## src/rtl/spawn_coord_generator.sv

```systemverilog
// -----------------------------------------------------------------------------
// spawn_coord_generator
//
// Purpose: draws a spawn lane from a free-running Galois LFSR using unbiased
// rejection sampling, additionally rejecting any lane found in a short
// history of recent picks. After MAX_TRY rejected draws a deterministic
// fallback (lowest lane not in history) is taken. The chosen lane plus the
// requested edge direction are mapped to a packed {x,y} playfield coordinate.
//
// Ports:
//   spawn_clock   in   system clock
//   spawn_reset   in   asynchronous active-high reset
//   seed_load     in   load seed_value into the LFSR this edge (0 loads 1)
//   seed_value    in   [LFSR_W]   seed to load
//   req           in   request one coordinate (sampled only while idle)
//   dir           in   [2]        edge: 0 top, 1 right, 2 bottom, 3 left
//   busy          out  high while a draw is in progress
//   valid         out  one-cycle pulse: lane_out/coord updated
//   fallback      out  high with valid when the fallback chose the lane
//   lane_out      out  [SEL_W]   chosen lane, held until next valid
//   coord         out  [X_W+Y_W] {x,y}, held until next valid
//   rand_state    out  [LFSR_W]  current LFSR value
// -----------------------------------------------------------------------------
module spawn_coord_generator #(
  parameter int                LFSR_W      = 16,
  parameter logic [LFSR_W-1:0] TAPS        = 16'hB400,
  parameter logic [LFSR_W-1:0] SEED        = 16'h0001,
  parameter int                LANES       = 5,
  parameter int                HIST_DEPTH  = 1,
  parameter int                MAX_TRY     = 8,
  parameter int                X_W         = 8,
  parameter int                Y_W         = 7,
  parameter int                COORD_BASE  = 7,
  parameter int                COORD_PITCH = 21,
  parameter int                EDGE_MIN    = 7,
  parameter int                EDGE_MAX    = 111,
  localparam int               SEL_W       = (LANES > 1) ? $clog2(LANES) : 1,
  localparam int               TRY_W       = (MAX_TRY > 1) ? $clog2(MAX_TRY + 1) : 1
) (
  input  logic                 spawn_clock,
  input  logic                 spawn_reset,
  input  logic                 seed_load,
  input  logic [LFSR_W-1:0]    seed_value,
  input  logic                 req,
  input  logic [1:0]           dir,
  output logic                 busy,
  output logic                 valid,
  output logic                 fallback,
  output logic [SEL_W-1:0]     lane_out,
  output logic [X_W+Y_W-1:0]   coord,
  output logic [LFSR_W-1:0]    rand_state
);

  localparam logic [LFSR_W-1:0] LFSR_ONE   = {{(LFSR_W-1){1'b0}}, 1'b1};
  // The all-zero state would lock the LFSR, so it is never loaded.
  localparam logic [LFSR_W-1:0] SEED_INIT  = (SEED == '0) ? LFSR_ONE : SEED;
  localparam logic [SEL_W:0]    LANE_LIMIT = (SEL_W + 1)'(LANES);
  localparam logic [TRY_W-1:0]  TRY_LAST   = TRY_W'(MAX_TRY - 1);
  localparam logic [X_W-1:0]    X_MIN      = X_W'(EDGE_MIN);
  localparam logic [X_W-1:0]    X_MAX      = X_W'(EDGE_MAX);
  localparam logic [Y_W-1:0]    Y_MIN      = Y_W'(EDGE_MIN);
  localparam logic [Y_W-1:0]    Y_MAX      = Y_W'(EDGE_MAX);
  localparam logic [X_W-1:0]    X_BASE     = X_W'(COORD_BASE);
  localparam logic [X_W-1:0]    X_PITCH    = X_W'(COORD_PITCH);
  localparam logic [Y_W-1:0]    Y_BASE     = Y_W'(COORD_BASE);
  localparam logic [Y_W-1:0]    Y_PITCH    = Y_W'(COORD_PITCH);

  typedef enum logic {IDLE, DRAW} state_t;

  state_t                state_reg, state_next;
  logic [LFSR_W-1:0]     lfsr_reg, lfsr_next;
  logic [1:0]            dir_reg, dir_next;
  logic [TRY_W-1:0]      try_reg, try_next;
  logic                  valid_reg, fallback_reg;
  logic [SEL_W-1:0]      lane_reg;
  logic [X_W+Y_W-1:0]    coord_reg;
  logic [SEL_W-1:0]      hist_lane_reg [HIST_DEPTH];
  logic [HIST_DEPTH-1:0] hist_vld_reg;

  logic [SEL_W-1:0]      cand;
  logic [HIST_DEPTH-1:0] hist_hit;
  logic                  cand_ok;
  logic [LANES-1:0][HIST_DEPTH-1:0] lane_match;
  logic [LANES-1:0]      lane_used;
  logic [SEL_W-1:0]      fb_lane;
  logic                  take, take_fb;
  logic [SEL_W-1:0]      sel_lane;
  logic [X_W-1:0]        pos_x, x_val;
  logic [Y_W-1:0]        pos_y, y_val;

  // LFSR: seed_load wins over the free-running step.
  always_comb begin
    lfsr_next = lfsr_reg[0] ? ((lfsr_reg >> 1) ^ TAPS) : (lfsr_reg >> 1);
    if (seed_load) begin
      lfsr_next = (seed_value == '0) ? LFSR_ONE : seed_value;
    end
  end

  assign cand = lfsr_reg[SEL_W-1:0];

  // Candidate hits any valid history entry.
  genvar gi, gj;
  generate
    for (gi = 0; gi < HIST_DEPTH; gi++) begin : g_hist_hit
      assign hist_hit[gi] = hist_vld_reg[gi] && (hist_lane_reg[gi] == cand);
    end
  endgenerate

  assign cand_ok = ({1'b0, cand} < LANE_LIMIT) && (hist_hit == '0);

  // Per-lane "present in history" flags feed the fallback priority pick.
  generate
    for (gi = 0; gi < LANES; gi++) begin : g_lane_used
      for (gj = 0; gj < HIST_DEPTH; gj++) begin : g_entry
        assign lane_match[gi][gj] = hist_vld_reg[gj] &&
                                    (hist_lane_reg[gj] == SEL_W'(gi));
      end
      assign lane_used[gi] = |lane_match[gi];
    end
  endgenerate

  // Lowest-index free lane; HIST_DEPTH < LANES guarantees one exists.
  always_comb begin
    fb_lane = '0;
    for (int i = LANES - 1; i >= 0; i--) begin
      if (!lane_used[i]) fb_lane = SEL_W'(i);
    end
  end

  // FSM next state and draw decision.
  always_comb begin
    state_next = state_reg;
    dir_next   = dir_reg;
    try_next   = try_reg;
    take       = 1'b0;
    take_fb    = 1'b0;
    case (state_reg)
      IDLE: begin
        if (req) begin
          dir_next   = dir;
          try_next   = '0;
          state_next = DRAW;
        end
      end
      DRAW: begin
        if (cand_ok) begin
          take       = 1'b1;
          state_next = IDLE;
        end else if (try_reg == TRY_LAST) begin
          // This rejection is the MAX_TRY-th one: resolve in the same edge.
          take       = 1'b1;
          take_fb    = 1'b1;
          state_next = IDLE;
        end else begin
          try_next   = try_reg + TRY_W'(1);
        end
      end
      default: state_next = IDLE;
    endcase
  end

  assign sel_lane = take_fb ? fb_lane : cand;

  // Position along the edge, computed modulo each field width.
  assign pos_x = X_BASE + X_W'(sel_lane) * X_PITCH;
  assign pos_y = Y_BASE + Y_W'(sel_lane) * Y_PITCH;

  always_comb begin
    x_val = X_MIN;
    y_val = pos_y;
    case (dir_reg)
      2'd0: begin x_val = pos_x; y_val = Y_MIN; end
      2'd1: begin x_val = X_MAX; y_val = pos_y; end
      2'd2: begin x_val = pos_x; y_val = Y_MAX; end
      default: begin x_val = X_MIN; y_val = pos_y; end
    endcase
  end

  always_ff @(posedge spawn_clock or posedge spawn_reset) begin
    if (spawn_reset) begin
      lfsr_reg     <= SEED_INIT;
      state_reg    <= IDLE;
      dir_reg      <= '0;
      try_reg      <= '0;
      valid_reg    <= 1'b0;
      fallback_reg <= 1'b0;
      lane_reg     <= '0;
      coord_reg    <= '0;
      hist_vld_reg <= '0;
      for (int i = 0; i < HIST_DEPTH; i++) hist_lane_reg[i] <= '0;
    end else begin
      lfsr_reg     <= lfsr_next;
      state_reg    <= state_next;
      dir_reg      <= dir_next;
      try_reg      <= try_next;
      valid_reg    <= take;
      fallback_reg <= take_fb;
      if (take) begin
        lane_reg  <= sel_lane;
        coord_reg <= {x_val, y_val};
        // Newest pick enters at index 0; the oldest falls off the end.
        for (int i = HIST_DEPTH - 1; i > 0; i--) begin
          hist_lane_reg[i] <= hist_lane_reg[i-1];
          hist_vld_reg[i]  <= hist_vld_reg[i-1];
        end
        hist_lane_reg[0] <= sel_lane;
        hist_vld_reg[0]  <= 1'b1;
      end
    end
  end

  assign busy       = (state_reg != IDLE);
  assign valid      = valid_reg;
  assign fallback   = fallback_reg;
  assign lane_out   = lane_reg;
  assign coord      = coord_reg;
  assign rand_state = lfsr_reg;

endmodule

```

## config.mk

```make
export PLATFORM = sky130hd
export DESIGN_NAME = spawn_coord_generator
export DESIGN_NICKNAME = d
export VERILOG_FILES = /design/src/rtl/spawn_coord_generator.sv
export SDC_FILE = /design/constraint.sdc
export NUM_CORES = 1
export LEC_CHECK = 0
export CORE_MARGIN = 4
export CORE_UTILIZATION = 55
export DETAILED_ROUTE_END_ITERATION = 8
export DONT_BUFFER_PORTS = 1
export PLACE_DENSITY = 0.81
export SYNTH_ARGS = -nofsm -noshare
export SYNTH_HDL_FRONTEND = slang
export SYNTH_SLANG_ARGS = --single-unit
```

## constraint.sdc

```tcl
create_clock -name spawn_clock -period 4 [get_ports spawn_clock]
set_input_delay 0.8 -clock spawn_clock [delete_from_list [all_inputs] [get_ports spawn_clock]]
set_output_delay 0.8 -clock spawn_clock [all_outputs]
set_load 0.03 [all_outputs]
```

* Word level (Yosys, flattened, before mapping) *
Cells that the tools add are included.

storage, ports and cells
  register bits after elaboration = 44
  input port bits = 22
  output and inout port bits = 37
  logic and storage cells = 66

cells by class
  $add $sub $neg = 3
  multipliers = 2
  $lt $le $gt $ge = 1
  equal/unequal tests = 11
  muxes and demuxes = 24
  bitwise operators = 3
  reductions and logical operators = 13

operators by type and width
  cell                                                                    count
  16-bit 2-to-1 mux                                                       3
  3-bit 2-to-1 mux                                                        6
  16-bit zero test                                                        1
  8-bit one-hot mux with 2 select lines                                   1
  7-bit one-hot mux with 2 select lines                                   1
  4-bit 2-to-1 mux                                                        3
  3-bit by 8-bit adder with 8-bit output (first input constant)           1
  3-bit by 5-bit multiplier with 8-bit output (second input constant)     1
  1-bit 2-to-1 mux                                                        8
  4-bit one-hot mux with 2 select lines                                   1
  3-bit by 7-bit adder with 7-bit output (first input constant)           1
  1-bit logical AND                                                       7
  3-bit by 5-bit multiplier with 7-bit output (second input constant)     1
  3-bit by 2-bit equality test with 1-bit output (second input constant)  2
  2-bit != test (second input constant)                                   3
  4-bit by 1-bit adder with 4-bit output (second input constant)          1
  4-bit by 3-bit equality test with 1-bit output (second input constant)  1
  3-bit inverter with 4-bit output                                        1
  3-bit by 1-bit equality test with 1-bit output (second input constant)  1
  3-bit equality test                                                     1
  3-bit equality test (second input constant)                             1
  3-bit zero test                                                         1
  3-bit less-than comparator (second input constant)                      1
  3-bit AND reduction                                                     1
  other kinds (7)                                                         8

* Depth between registers and ports, before layout *
Gate-level depths: netlist of run 1.

  depth in word-level cells = 11
  gate-level depth with buffers = 14
  depth with buffers taken out = 13

* Worst setup path after synthesis of run 1 *
OpenSTA, ideal clock, no wires.

  kind = register -> register
  start point = reg lfsr_reg[0], in the netlist rand_state[0]
  end point = reg coord_reg[5], in the netlist coord[5]
  setup time = 0.129 ns
  arrival time = 3.276 ns
  data required time = 3.871 ns
  setup slack = 0.594 ns
  stages on the path, launching flop included = 14
  buffers on the path = 1
  period minus slack after synthesis = 3.406 ns
  path through = dfstp_2 -> buf_6 -> xnor2_2 -> a41oi_1 -> o21ai_0 -> inv_1 -> fa_1 -> inv_1 -> ha_1 -> nor2b_1 -> o21ai_0 -> nor2b_1 -> nor3_1 -> o41a_1

on the way
  word-level cells in the longest chain between the ends = 10
  elaborated cells on any way between the ends = 13
  those cells by class = add/sub (1); mul (1); order compare (1); eq/ne (1); mux (6); bitwise (1); reduce/logical (2)

ends and longest elaborated chain
  item                                                                                line  source
  from (decl)                                                                         71    logic [LFSR_W-1:0] lfsr_reg, lfsr_next;
  from (signal assigned)                                                              192   lfsr_reg <= lfsr_next;
  parallel branches: the longest is 3 deep, another holds 3-bit less-than comparator  -
  1-bit logical AND (*)                                                               109   assign cand_ok = ({1'b0, cand} < LANE_LIMIT) && (hist_hit == '0);
  1-bit 2-to-1 mux (*)                                                                146   if (cand_ok) begin
  1-bit 2-to-1 mux (*)                                                                137   case (state_reg)
  3-bit 2-to-1 mux (*)                                                                162   assign sel_lane = take_fb ? fb_lane : cand;
  via sel_lane[1]                                                                     87    logic [SEL_W-1:0] sel_lane;
  3-bit by 5-bit multiplier with 7-bit output (*)                                     166   assign pos_y = Y_BASE + Y_W'(sel_lane) * Y_PITCH;
  3-bit by 7-bit adder with 7-bit output (*)                                          166
  7-bit one-hot mux with 2 select lines (*)                                           171   case (dir_reg)
  to (signal assigned)                                                                200   coord_reg <= {x_val, y_val};
  to (decl)                                                                           76    logic [X_W+Y_W-1:0] coord_reg;

Mark *: on every way through the listed nets, which the timed path passes.
A chain may end at the register's enable or synchronous reset.

* Worst setup path in the final report of run 1 *
  start point = reg lfsr_reg[2], in the netlist rand_state[2]
  end point = reg coord_reg[5], in the netlist coord[5]

on the way
  word-level cells in the longest chain between the ends = 10
  elaborated cells on any way between the ends = 13
  those cells by class = add/sub (1); mul (1); order compare (1); eq/ne (1); mux (6); bitwise (1); reduce/logical (2)

ends and longest elaborated chain
  item                                                                                line  source
  parallel branches: the longest is 3 deep, another holds 3-bit less-than comparator  -
  1-bit logical AND (*)                                                               109
  1-bit 2-to-1 mux (*)                                                                146
  1-bit 2-to-1 mux (*)                                                                137
  via take_fb                                                                         86    logic take, take_fb;
  3-bit 2-to-1 mux (*)                                                                162
  via sel_lane[0]                                                                     87
  3-bit by 5-bit multiplier with 7-bit output (*)                                     166
  3-bit by 7-bit adder with 7-bit output (*)                                          166
  7-bit one-hot mux with 2 select lines (*)                                           171

Marked as above.

==> results by group, run 1 <==
Worst hold path
  – Hold WC Path Type: register to register

Synth
  – #FFs+latches synth: 44
  – Number of different library cells in the post-synthesis netlist: 46
  – EDFF count, synth: 0
  – Syn_area_per_cell: 11.0 um^2
  – Fraction of registers with async set or reset after synthesis: 1.00
  – Dominant register cell in the synthesized netlist: dfrtp_1
  – Portion of the post-synthesis area used by sequential elements: 0.498
  – Number of warnings reported in the yosys synthesis log: 0
  – Cells after Synth: 201
  – Total standard cell area after synthesis: 2210 um^2
  – Number of nets produced by synthesis: 234

Worst setup path
  – Critical Path Max Stage Delay: 580 ps
  – Data required time of the critical path: 4170 ps
  – Worst-path cell chain: xnor2_1 > a41oi_4 > nor2_2 > mux2_4 > inv_1 > fa_1 > inv_1 > ha_1 > nor2b_1 > o21ai_0 > nor2b_1 > nor3_1 > o41a_1
  – Setup CP Type: register to register
  – Critical Path Slowest Stage Cell: fa_1
  – Crit path arrival time: 3880 ps
  – Endpoint type of the worst setup path: register
  – Critical path launch point type: register
  – Maximum fanout count along the critical path: 6

Floorplanning
  – Number of placement rows: 22
  – Area enclosed by the die boundary: 5110 um^2
  – Starting density of the core: 0.587
  – Die span in x: 71.5 um
  – Boundary pin count: 59
  – Y dimension of the die: 71.5 um
  – Core region area: 3770 um^2

Timing
  – Hold Vio Cnt, Final: 0
  – Fin crit period: 3700 ps
  – Setup WS post-layout: 299 ps
  – Final sum of negative setup slack: 0 ps
  – Max Clock Skew: 5.25 ps
  – Upper clock frequency limit: 270 MHz
  – Slew @ Worst Pin: 542 ps
  – # setup viols final: 0
  – Crit share post-route: 0.925
  – Slew Viols, Final: 0
  – Worst slew margin relative to its limit: 0.639
  – RSZ-0062 raised after global routing: false

Global route
  – Grt ovf: 0
  – Number of antenna violations at the first check in global routing: 0
  – GRT Resource Usage Total: 0.184
  – Global-route wire length before repair: 7420 um
  – Vias in the first global route: 1516
  – Maximum number of pins on one net before global-route repair: 45

Power and ir drop
  – Logic gate share of total power: 0.284
  – Leakage power: 1.07 nW
  – Internal power consumption: 0.000948 W
  – Power density over cell area: 721 nW/um^2
  – Max VDD drop: 386 uV
  – Switching Fraction: 0.443
  – Seq pwr share: 0.540
  – Clock group share of total power: 0.176
  – Reported net switching power: 0.000755 W

Routing
  – Drt initial violations: 136
  – Number of detailed-routing iterations run before antenna repair: 4
  – Via-per-instance ratio: 5.69
  – Via count: 1452
  – Number of antenna-violating nets in the routed design: 0
  – Average routed wire per standard cell: 17.2 um
  – Post-route DRC: 0
  – Final wirelength: 4380 um

Status
  – Result of the run: finished clean

Placed design
  – RePlAce Congestion: 0.760
  – Port Buf Inserts: 0
  – Estimated wirelength of the detail-placed design: 3250 um
  – Worst setup slack after placement: 352 ps

Clock network
  – Post-cts repair resize count: 0
  – Total CTS buffers: 5
  – Clk slew on worst S/H paths: 80 ps
  – Setup repair bufs after CTS: 0
  – CTS root buf: clkbuf_8
  – Clock insertion delay at the later pin of the skew report: 290 ps
  – Maximum count of clock buffers along a single path: 2
  – Cts hold-fix bufs: 0
  – Clock tree from TritonCTS: yes
  – Number of clock sinks: 44
  – Count of H-tree levels built during CTS: 2

Flow run
  – Number of max-cap violations: 0

Cells and area
  – Number of diodes added for antenna fixing: 0
  – Area Overhead vs Synth: 6.67%
  – Layout cell share with drive strength beyond 1: 0.159
  – Layout Nets: 239
  – Most common cell after layout, fill and taps aside: dfrtp_1
  – Leading cell types in the layout, fill and taps excluded: dfrtp_1 (43), nand2_1 (24), o21ai_0 (15)
  – Flip-flop count of the largest register, all copies and words added: 16
-- per-stage QoR --
stage               hold WS, ps  total power (W)   util  cell area [um^2]  std cells
floorplan                   449          0.00131      -              2210        201
global placement            483          0.00140  0.600              2260        247
detailed placement          488          0.00142  0.600              2260        247
CTS                         500          0.00172  0.626              2360        255
global route                538          0.00182  0.626              2360        255
finish                      497          0.00170  0.626              2360        255
-- cells by family after synthesis --
kind of cell | synth area share
simple gates | 0.138
flops | 0.498
compound gates | 0.131
buf+inv | 0.0412
mux | 0.0836
fa+ha+maj | 0.0689
xor+xnor | 0.0390
-- critical path: cells and delay by family, from the launching register on --
| family | cells | cell delay (ps) |
|---|---|---|
| compound gates | 3 | 820 |
| xor+xnor | 1 | 370 |
| fa+ha+maj | 2 | 790 |
| buf+inv | 2 | 150 |
| flops | 1 | 550 |
| mux | 1 | 220 |
| simple gates | 4 | 670 |
-- path summary, 6_finish.rpt --
path                                         start                      end  slack (ps)  cells after the start
max                        rand_state[2]$_DFF_PP0_     coord[5]$_DFFE_PP0P_         300                     13
min                         try_reg[3]$_DFFE_PP0P_   try_reg[3]$_DFFE_PP0P_         500                      1
max reg2reg                rand_state[2]$_DFF_PP0_     coord[5]$_DFFE_PP0P_         300                     13
min reg2reg                 try_reg[3]$_DFFE_PP0P_   try_reg[3]$_DFFE_PP0P_         500                      1
max in group asynchronous              spawn_reset  rand_state[0]$_DFF_PP1_        3110                      2
min in group asynchronous              spawn_reset  rand_state[5]$_DFF_PP0_         520                      2
-- layout make-up --
type / instances / area (um^2)
well taps: 48 / 60.1
repair buffers: 5 / 37.5
multi-input cells: 139 / 1020
inverters: 11 / 41.3
flip-flops and latches: 44 / 1100
fillers: 294 / 1410
clock buffers: 8 / 100
-- cells in the mapped netlist (2+ instances only) --
cell / instances / share of area
nand2_1: 24 / 0.041
o31ai_1: 3 / 0.010
xor2_1: 2 / 0.0079
ha_1: 9 / 0.051
nor3_1: 5 / 0.011
nor4_1: 3 / 0.0085
a41oi_1: 3 / 0.012
a2bb2oi_1: 2 / 0.0079
inv_1: 10 / 0.017
o21ai_0: 15 / 0.034
nor2b_1: 5 / 0.014
a21oi_1: 7 / 0.016
nor2_1: 9 / 0.015
mux2_2: 12 / 0.061
mux2i_1: 2 / 0.0090
buf_6: 3 / 0.015
clkbuf_1: 3 / 0.0051
xnor2_1: 6 / 0.024
nand2b_1: 5 / 0.014
mux2_4: 2 / 0.014
a21o_1: 2 / 0.0068
fa_1: 2 / 0.018
nand3_1: 2 / 0.0045
dfrtp_1: 43 / 0.49
-- power by group through the flow --
stage | registers, W | clock network, W | logic (W)
finish | 0.000920 | 0.000299 | 0.000484
global route | 0.000940 | 0.000326 | 0.000553
CTS | 0.000924 | 0.000307 | 0.000489
detailed placement | 0.000933 | 0 | 0.000484
global placement | 0.000927 | 0 | 0.000473
floorplan | 0.000899 | 0 | 0.000409
-- layer usage --
metal	global-route usage	share of wire	wire length, um
met1	0.242	0.43	1880
met2	0.286	0.49	2140
met3	0.0631	0.069	302
met4	0.0626	0.012	51
met5	0	0	0
No activity file was read; power rests on OpenSTA's default activity.
==> inputs of run 2 (changes only) <==
--- a/config.mk
+++ b/config.mk
@@ -5,6 +5,7 @@
 export SDC_FILE = /design/constraint.sdc
 export NUM_CORES = 1
 export LEC_CHECK = 0
+export ABC_CLOCK_PERIOD_IN_PS = 4750
 export CORE_MARGIN = 4
 export CORE_UTILIZATION = 55
 export DETAILED_ROUTE_END_ITERATION = 8
==> constraint.sdc (replaced) <==
create_clock -name spawn_clock -period 4.75 [get_ports spawn_clock]
set_input_delay 0.95 -clock spawn_clock [delete_from_list [all_inputs] [get_ports spawn_clock]]
set_output_delay 0.95 -clock spawn_clock [all_outputs]
set_load 0.03 [all_outputs]
==> run 2 against run 1 <==
- register-to-register slack improved by 670 ps
- clock skew increased by 1.8 ps
- critical path type unchanged
- via count decreased by 0.21%
- die area unchanged
- design area increased by 0.42%
- clock power increased by 13%
- global-route usage increased by 0.44 points
- setup slack improved by 670 ps
- combinational power decreased by 21%
- final cell count decreased by 1.2%
- flip-flop and latch count unchanged
==> results by group, run 2 (synthesized netlist as in run 1, its figures left out) <==
Status
  – Result of the run: finished clean

Power and ir drop
  – Leakage power: 1.07 nW
  – Switching Fraction: 0.426
  – Max VDD drop: 338 uV
  – Logic gate share of total power: 0.251
  – Clock group share of total power: 0.224
  – Reported net switching power: 0.000646 W
  – Power density over cell area: 639 nW/um^2
  – Internal power consumption: 0.000869 W
  – Seq pwr share: 0.525

Clock network
  – Maximum count of clock buffers along a single path: 2
  – Post-cts repair resize count: 0
  – Cts hold-fix bufs: 0
  – Total CTS buffers: 5
  – Clk slew on worst S/H paths: 80 ps
  – Setup repair bufs after CTS: 0
  – Count of H-tree levels built during CTS: 2
  – Number of clock sinks: 44
  – Clock tree from TritonCTS: yes
  – CTS root buf: clkbuf_8
  – Clock insertion delay at the later pin of the skew report: 300 ps

Cells and area
  – Most common cell after layout, fill and taps aside: dfrtp_1
  – Layout cell share with drive strength beyond 1: 0.147
  – Core utilization of the finished layout: 0.629
  – Layout Nets: 236
  – Flip-flop count of the largest register, all copies and words added: 16
  – Fillcell total: 315
  – Area Overhead vs Synth: 7.12%
  – Number of diodes added for antenna fixing: 0
  – Leading cell types in the layout, fill and taps excluded: dfrtp_1 (43), nand2_1 (24), o21ai_0 (15)

Floorplanning
  – Core region area: 3770 um^2
  – Die span in x: 71.5 um
  – Area enclosed by the die boundary: 5110 um^2
  – Y dimension of the die: 71.5 um
  – Boundary pin count: 59
  – Starting density of the core: 0.587
  – Number of placement rows: 22

Routing
  – Via count: 1449
  – Average routed wire per standard cell: 17.7 um
  – Post-route DRC: 0
  – Number of detailed-routing iterations run before antenna repair: 4
  – Drt initial violations: 90
  – Via-per-instance ratio: 5.75
  – Number of antenna-violating nets in the routed design: 0
  – Final wirelength: 4460 um

Global route
  – Grt ovf: 0
  – GRT Resource Usage Total: 0.189
  – Global-route wire length before repair: 7460 um
  – Vias in the first global route: 1533
  – Number of antenna violations at the first check in global routing: 0
  – Maximum number of pins on one net before global-route repair: 45

Timing
  – Hold Vio Cnt, Final: 0
  – Max Clock Skew: 7.09 ps
  – Worst slew margin relative to its limit: 0.633
  – Final sum of negative setup slack: 0 ps
  – Crit share post-route: 0.795
  – RSZ-0062 raised after global routing: false
  – Upper clock frequency limit: 265 MHz
  – Slew @ Worst Pin: 545 ps
  – Slew Viols, Final: 0
  – # setup viols final: 0
  – Fin crit period: 3780 ps

Worst setup path
  – Crit path arrival time: 3960 ps
  – Maximum fanout count along the critical path: 4
  – Endpoint type of the worst setup path: register
  – Setup CP Type: register to register
  – Data required time of the critical path: 4930 ps
  – Critical path launch point type: register

Placed design
  – Port Buf Inserts: 0
  – Estimated wirelength of the detail-placed design: 3270 um
  – RePlAce Congestion: 0.838

Worst hold path
  – Hold WC Path Type: register to register

Flow run
  – Number of max-cap violations: 0
## run 2: layout make-up
cell class              instances  area (um^2)  area share
flip-flops and latches         44         1100       0.465
multi-input cells             139         1020       0.430
clock buffers                   6         72.6      0.0306
clock inverters                 2         60.1      0.0253
well taps                      48         60.1      0.0253
inverters                      11         41.3      0.0174
repair buffers                  2         15.0     0.00633
## run 2: stage by stage
step                hold slack (ps)  power, W  std cells  setup slack (ps)  cell area, um^2
global placement                490   0.00117        244              1170             2240
finish                          507   0.00152        252               972             2370
floorplan                       449   0.00110        201              1340             2210
CTS                             513   0.00153        252               985             2370
detailed placement              501   0.00119        244              1030             2240
global route                    529   0.00161        252               599             2370
## run 2: power groups by stage
stage / Clock (W) / Combinational (W) / Sequential (W)
4_1_cts: 0.000347 / 0.000385 / 0.000800
3_5_place_dp: 0 / 0.000380 / 0.000806
5_1_grt: 0.000364 / 0.000431 / 0.000816
3_3_place_gp: 0 / 0.000366 / 0.000803
2_1_floorplan: 0 / 0.000344 / 0.000757
6_report: 0.000339 / 0.000381 / 0.000795
## run 2: critical path, cell delays in order (launching register included)
cell and delay (ps):
dfrtp_1 550, xnor2_1 370, a41oi_1 160, o21ai_0 470
inv_1 190, fa_1 600, inv_1 60, ha_1 220
nor2b_1 140, o21ai_0 190, nor2b_1 260, nor3_1 70
o41a_1 370
## run 2: final timing paths
path                                              start                       to  slack, ps  depth (start not counted)
min in group asynchronous                   spawn_reset  rand_state[5]$_DFF_PP0_        650                          2
max reg2reg                hist_lane_reg[2]$_DFFE_PP0P_     coord[5]$_DFFE_PP0P_        970                         12
max in group asynchronous                   spawn_reset     coord[6]$_DFFE_PP0P_       3720                          2
min                              try_reg[3]$_DFFE_PP0P_   try_reg[3]$_DFFE_PP0P_        510                          1
max                        hist_lane_reg[2]$_DFFE_PP0P_     coord[5]$_DFFE_PP0P_        970                         12
min reg2reg                      try_reg[3]$_DFFE_PP0P_   try_reg[3]$_DFFE_PP0P_        510                          1
## run 2: per-layer routing
metal / vias up / routed length (um) / track usage
met5: - / 0 / 0
met4: 0 / 108 / 0.0877
met3: 10 / 289 / 0.0687
met2: 34 / 2040 / 0.276
met1: 699 / 2020 / 0.249
li1: 706 / - / -
==> inputs of run 3 (changes only) <==
--- a/config.mk
+++ b/config.mk
@@ -5,7 +5,8 @@
 export SDC_FILE = /design/constraint.sdc
 export NUM_CORES = 1
 export LEC_CHECK = 0
-export ABC_CLOCK_PERIOD_IN_PS = 4750
+export ABC_AREA = 1
+export ABC_CLOCK_PERIOD_IN_PS = 3700
 export CORE_MARGIN = 4
 export CORE_UTILIZATION = 55
 export DETAILED_ROUTE_END_ITERATION = 8
==> constraint.sdc (replaced) <==
create_clock -name spawn_clock -period 3.7 [get_ports spawn_clock]
set_input_delay 0.74 -clock spawn_clock [delete_from_list [all_inputs] [get_ports spawn_clock]]
set_output_delay 0.74 -clock spawn_clock [all_outputs]
set_load 0.03 [all_outputs]
==> run 3 against run 2 <==
- synthesized cell count grew 35%
- clock power grew 5%
- die area grew 1.7%
- sequential share of layout area shrank 0.34 points
- combinational power grew 39%
- first-iteration DRC count grew 2.2%
- via count grew 20%
- global-route usage grew 0.87 points
- register-to-register slack lost 480 ps
- setup slack lost 480 ps
==> results by group, run 3 <==
Status
  – Result of the run: finished clean

Timing
  – Max Clock Skew: 8.94 ps
  – Final sum of negative setup slack: 0 ps
  – # setup viols final: 0
  – Hold Vio Cnt, Final: 0
  – Slew @ Worst Pin: 531 ps
  – Upper clock frequency limit: 312 MHz
  – Worst slew margin relative to its limit: 0.646
  – Slew Viols, Final: 0
  – Crit share post-route: 0.866
  – Setup WS post-layout: 494 ps
  – RSZ-0062 raised after global routing: false
  – Fin crit period: 3210 ps

Floorplanning
  – Number of placement rows: 23
  – Core region area: 3970 um^2
  – Y dimension of the die: 72.1 um
  – Area enclosed by the die boundary: 5190 um^2
  – Die span in x: 72.1 um
  – Starting density of the core: 0.568
  – Boundary pin count: 59

Synth
  – #FFs+latches synth: 44
  – EDFF count, synth: 0
  – Number of warnings reported in the yosys synthesis log: 0
  – Cell taking the most area after synthesis: dfrtp_1
  – Top post-synthesis cells by count: nand2_1 (98), dfrtp_1 (43), inv_1 (20)
  – Fraction of registers with async set or reset after synthesis: 1.00
  – Area share of the largest cell type after synthesis: 0.477
  – Cells taking the most area after synthesis: dfrtp_1 (48%), nand2_1 (16%), ha_1 (5.0%)
  – Portion of the post-synthesis area used by sequential elements: 0.488
  – Cells after Synth: 272
  – Total standard cell area after synthesis: 2260 um^2
  – Most instantiated library cell after synthesis: nand2_1
  – Number of different library cells in the post-synthesis netlist: 30
  – Dominant register cell in the synthesized netlist: dfrtp_1
  – Number of nets produced by synthesis: 305
  – Syn_area_per_cell: 8.30 um^2

Worst setup path
  – Critical path launch point type: register
  – RR Startpoint: rand_state[0]$_DFF_PP1_
  – Cell type with the highest occurrence count on the critical path: nand2_1
  – Setup CP Type: register to register
  – Crit path buf inv count: 3
  – Cell class contributing the biggest share of worst-path delay: simple AND/OR/NAND/NOR gates
  – Launch point of the critical path: rand_state[0]$_DFF_PP1_
  – Reg-to-reg slack, setup: 490 ps
  – Data required time of the critical path: 3890 ps
  – Worst-path cell chain: inv_2 > nand2_2 > nand2_1 > nor2_1 > nand2_1 > nand2_2 > nand3_1 > nand2_1 > inv_1 > ha_1 > ha_1 > nand3_1 > nand2_1 > inv_1 > nand2_1 > or2_2 > nand3_1 > nand2_1 > nand2_1 > nand2_1
  – Crit path arrival time: 3400 ps
  – Maximum fanout count along the critical path: 9
  – Setup crit end: coord[13]$_DFFE_PP0P_
  – Capture point of the worst reg-to-reg path: coord[13]$_DFFE_PP0P_
  – Critical Path Max Stage Delay: 720 ps
  – Total number of cells along the worst setup path: 20
  – Endpoint type of the worst setup path: register
  – Critical Path Slowest Stage Cell: dfstp_2
  – Path depth of the worst reg2reg path: 20

Clock network
  – Cts hold-fix bufs: 0
  – CTS root buf: clkbuf_8
  – Clock tree from TritonCTS: yes
  – Maximum count of clock buffers along a single path: 2
  – Post-cts repair resize count: 0
  – Clk slew on worst S/H paths: 80 ps
  – Total CTS buffers: 5
  – Number of clock sinks: 44
  – Setup repair bufs after CTS: 0
  – Clock insertion delay at the later pin of the skew report: 300 ps
  – Count of H-tree levels built during CTS: 2

Placed design
  – # placed instances: 318
  – Placed standard-cell area: 2280 um^2
  – Worst setup slack after placement: 544 ps
  – Estimated wirelength of the detail-placed design: 3280 um
  – RePlAce Congestion: 0.854
  – Port Buf Inserts: 0

Routing
  – Average routed wire per standard cell: 13.8 um
  – Final wirelength: 4500 um
  – Post-route DRC: 0
  – Via-per-instance ratio: 5.32
  – Number of detailed-routing iterations run before antenna repair: 5
  – Number of antenna-violating nets in the routed design: 0
  – Drt initial violations: 92
  – Via count: 1734

Cells and area
  – Core utilization of the finished layout: 0.602
  – Layout cell share with drive strength beyond 1: 0.109
  – Fillcell total: 370
  – Multi-input gate area in the final layout: 1010 um^2
  – Finished Cell Area: 2390 um^2
  – Number of diodes added for antenna fixing: 0
  – Layout Nets: 308
  – Non-Filler Instances: 326
  – Flip-flop count of the largest register, all copies and words added: 16
  – Storage cell area: 1100 um^2
  – Leading cell types in the layout, fill and taps excluded: nand2_1 (98), dfrtp_1 (43), inv_1 (19)
  – Area Overhead vs Synth: 5.88%
  – Most common cell after layout, fill and taps aside: nand2_1

Global route
  – Maximum number of pins on one net before global-route repair: 45
  – Grt ovf: 0
  – GRT Resource Usage Total: 0.197
  – Global-route wire length before repair: 8140 um
  – Number of antenna violations at the first check in global routing: 0
  – Vias in the first global route: 1819

Power and ir drop
  – Max VDD drop: 390 uV
  – Power density over cell area: 767 nW/um^2
  – Leakage power: 1.23 nW

Flow run
  – Number of max-cap violations: 0

Worst hold path
  – Hold WC Path Type: input pin to asynchronous set/reset pin
[run 3: logic make-up after synthesis]
family | share of synthesized area
and+or+nand+nor | 0.301
xor gates and xnor gates | 0.0155
DFF | 0.488
adders and majority gates | 0.0676
AOI/OAI and AO/OA | 0.0626
buffers and inverters | 0.0649
[run 3: worst register-to-register path, stage by stage, from the launching register on]
cell and delay (ps):
dfstp_2 720, inv_2 90, nand2_2 60, nand2_1 50, nor2_1 80, nand2_1 80, nand2_2 100, nand3_1 120
nand2_1 210, inv_1 100, ha_1 310, ha_1 380, nand3_1 120, nand2_1 50, inv_1 50, nand2_1 60
or2_2 280, nand3_1 70, nand2_1 70, nand2_1 60, nand2_1 50
[run 3: worst min-delay path by stage]
stage                                   startpoint                  endpoint  slack, ps  depth (start not counted)
after global routing                   spawn_reset  rand_state[11]$_DFF_PP0_        510                          2
after CTS                              spawn_reset     coord[14]$_DFFE_PP0P_        470                          2
after detailed placement  hist_vld_reg$_DFFE_PP0P_  hist_vld_reg$_DFFE_PP0P_        490                          1
final                                  spawn_reset    try_reg[3]$_DFFE_PP0P_        450                          2
after floorplan           hist_vld_reg$_DFFE_PP0P_  hist_vld_reg$_DFFE_PP0P_        460                          1
after global placement    hist_vld_reg$_DFFE_PP0P_  hist_vld_reg$_DFFE_PP0P_        480                          1
[run 3: cell type report]
class	count	share of cell area
tap	50	0.0262
inverter	25	0.0393
multi-input combinational	197	0.422
clock buffer	6	0.0304
clock inverter	2	0.0147
sequential	44	0.461
timing repair buffer	2	0.00628
[run 3: power breakdown]
part           leakage, nW  total [W]  switching, W  internal (W)
Clock               0.0552   0.000357      0.000157      0.000200
Combinational        0.645   0.000529      0.000349      0.000179
Sequential           0.532   0.000947      0.000329      0.000618
[run 3: per-layer routing]
layer | wire length, um | track usage | vias up
met5 | 0 | 0 | -
met2 | 2080 | 0.310 | 56
li1 | - | - | 860
met3 | 426 | 0.0817 | 11
met1 | 1920 | 0.244 | 807
met4 | 73 | 0.0710 | 0
[run 3: per-stage QoR]
| step | power, W | hold slack, ps |
|---|---|---|
| 3_3_place_gp | 0.00147 | 483 |
| 6_report | 0.00183 | 452 |
| 3_5_place_dp | 0.00148 | 485 |
| 5_1_grt | 0.00198 | 505 |
| 2_1_floorplan | 0.00139 | 457 |
| 4_1_cts | 0.00185 | 472 |
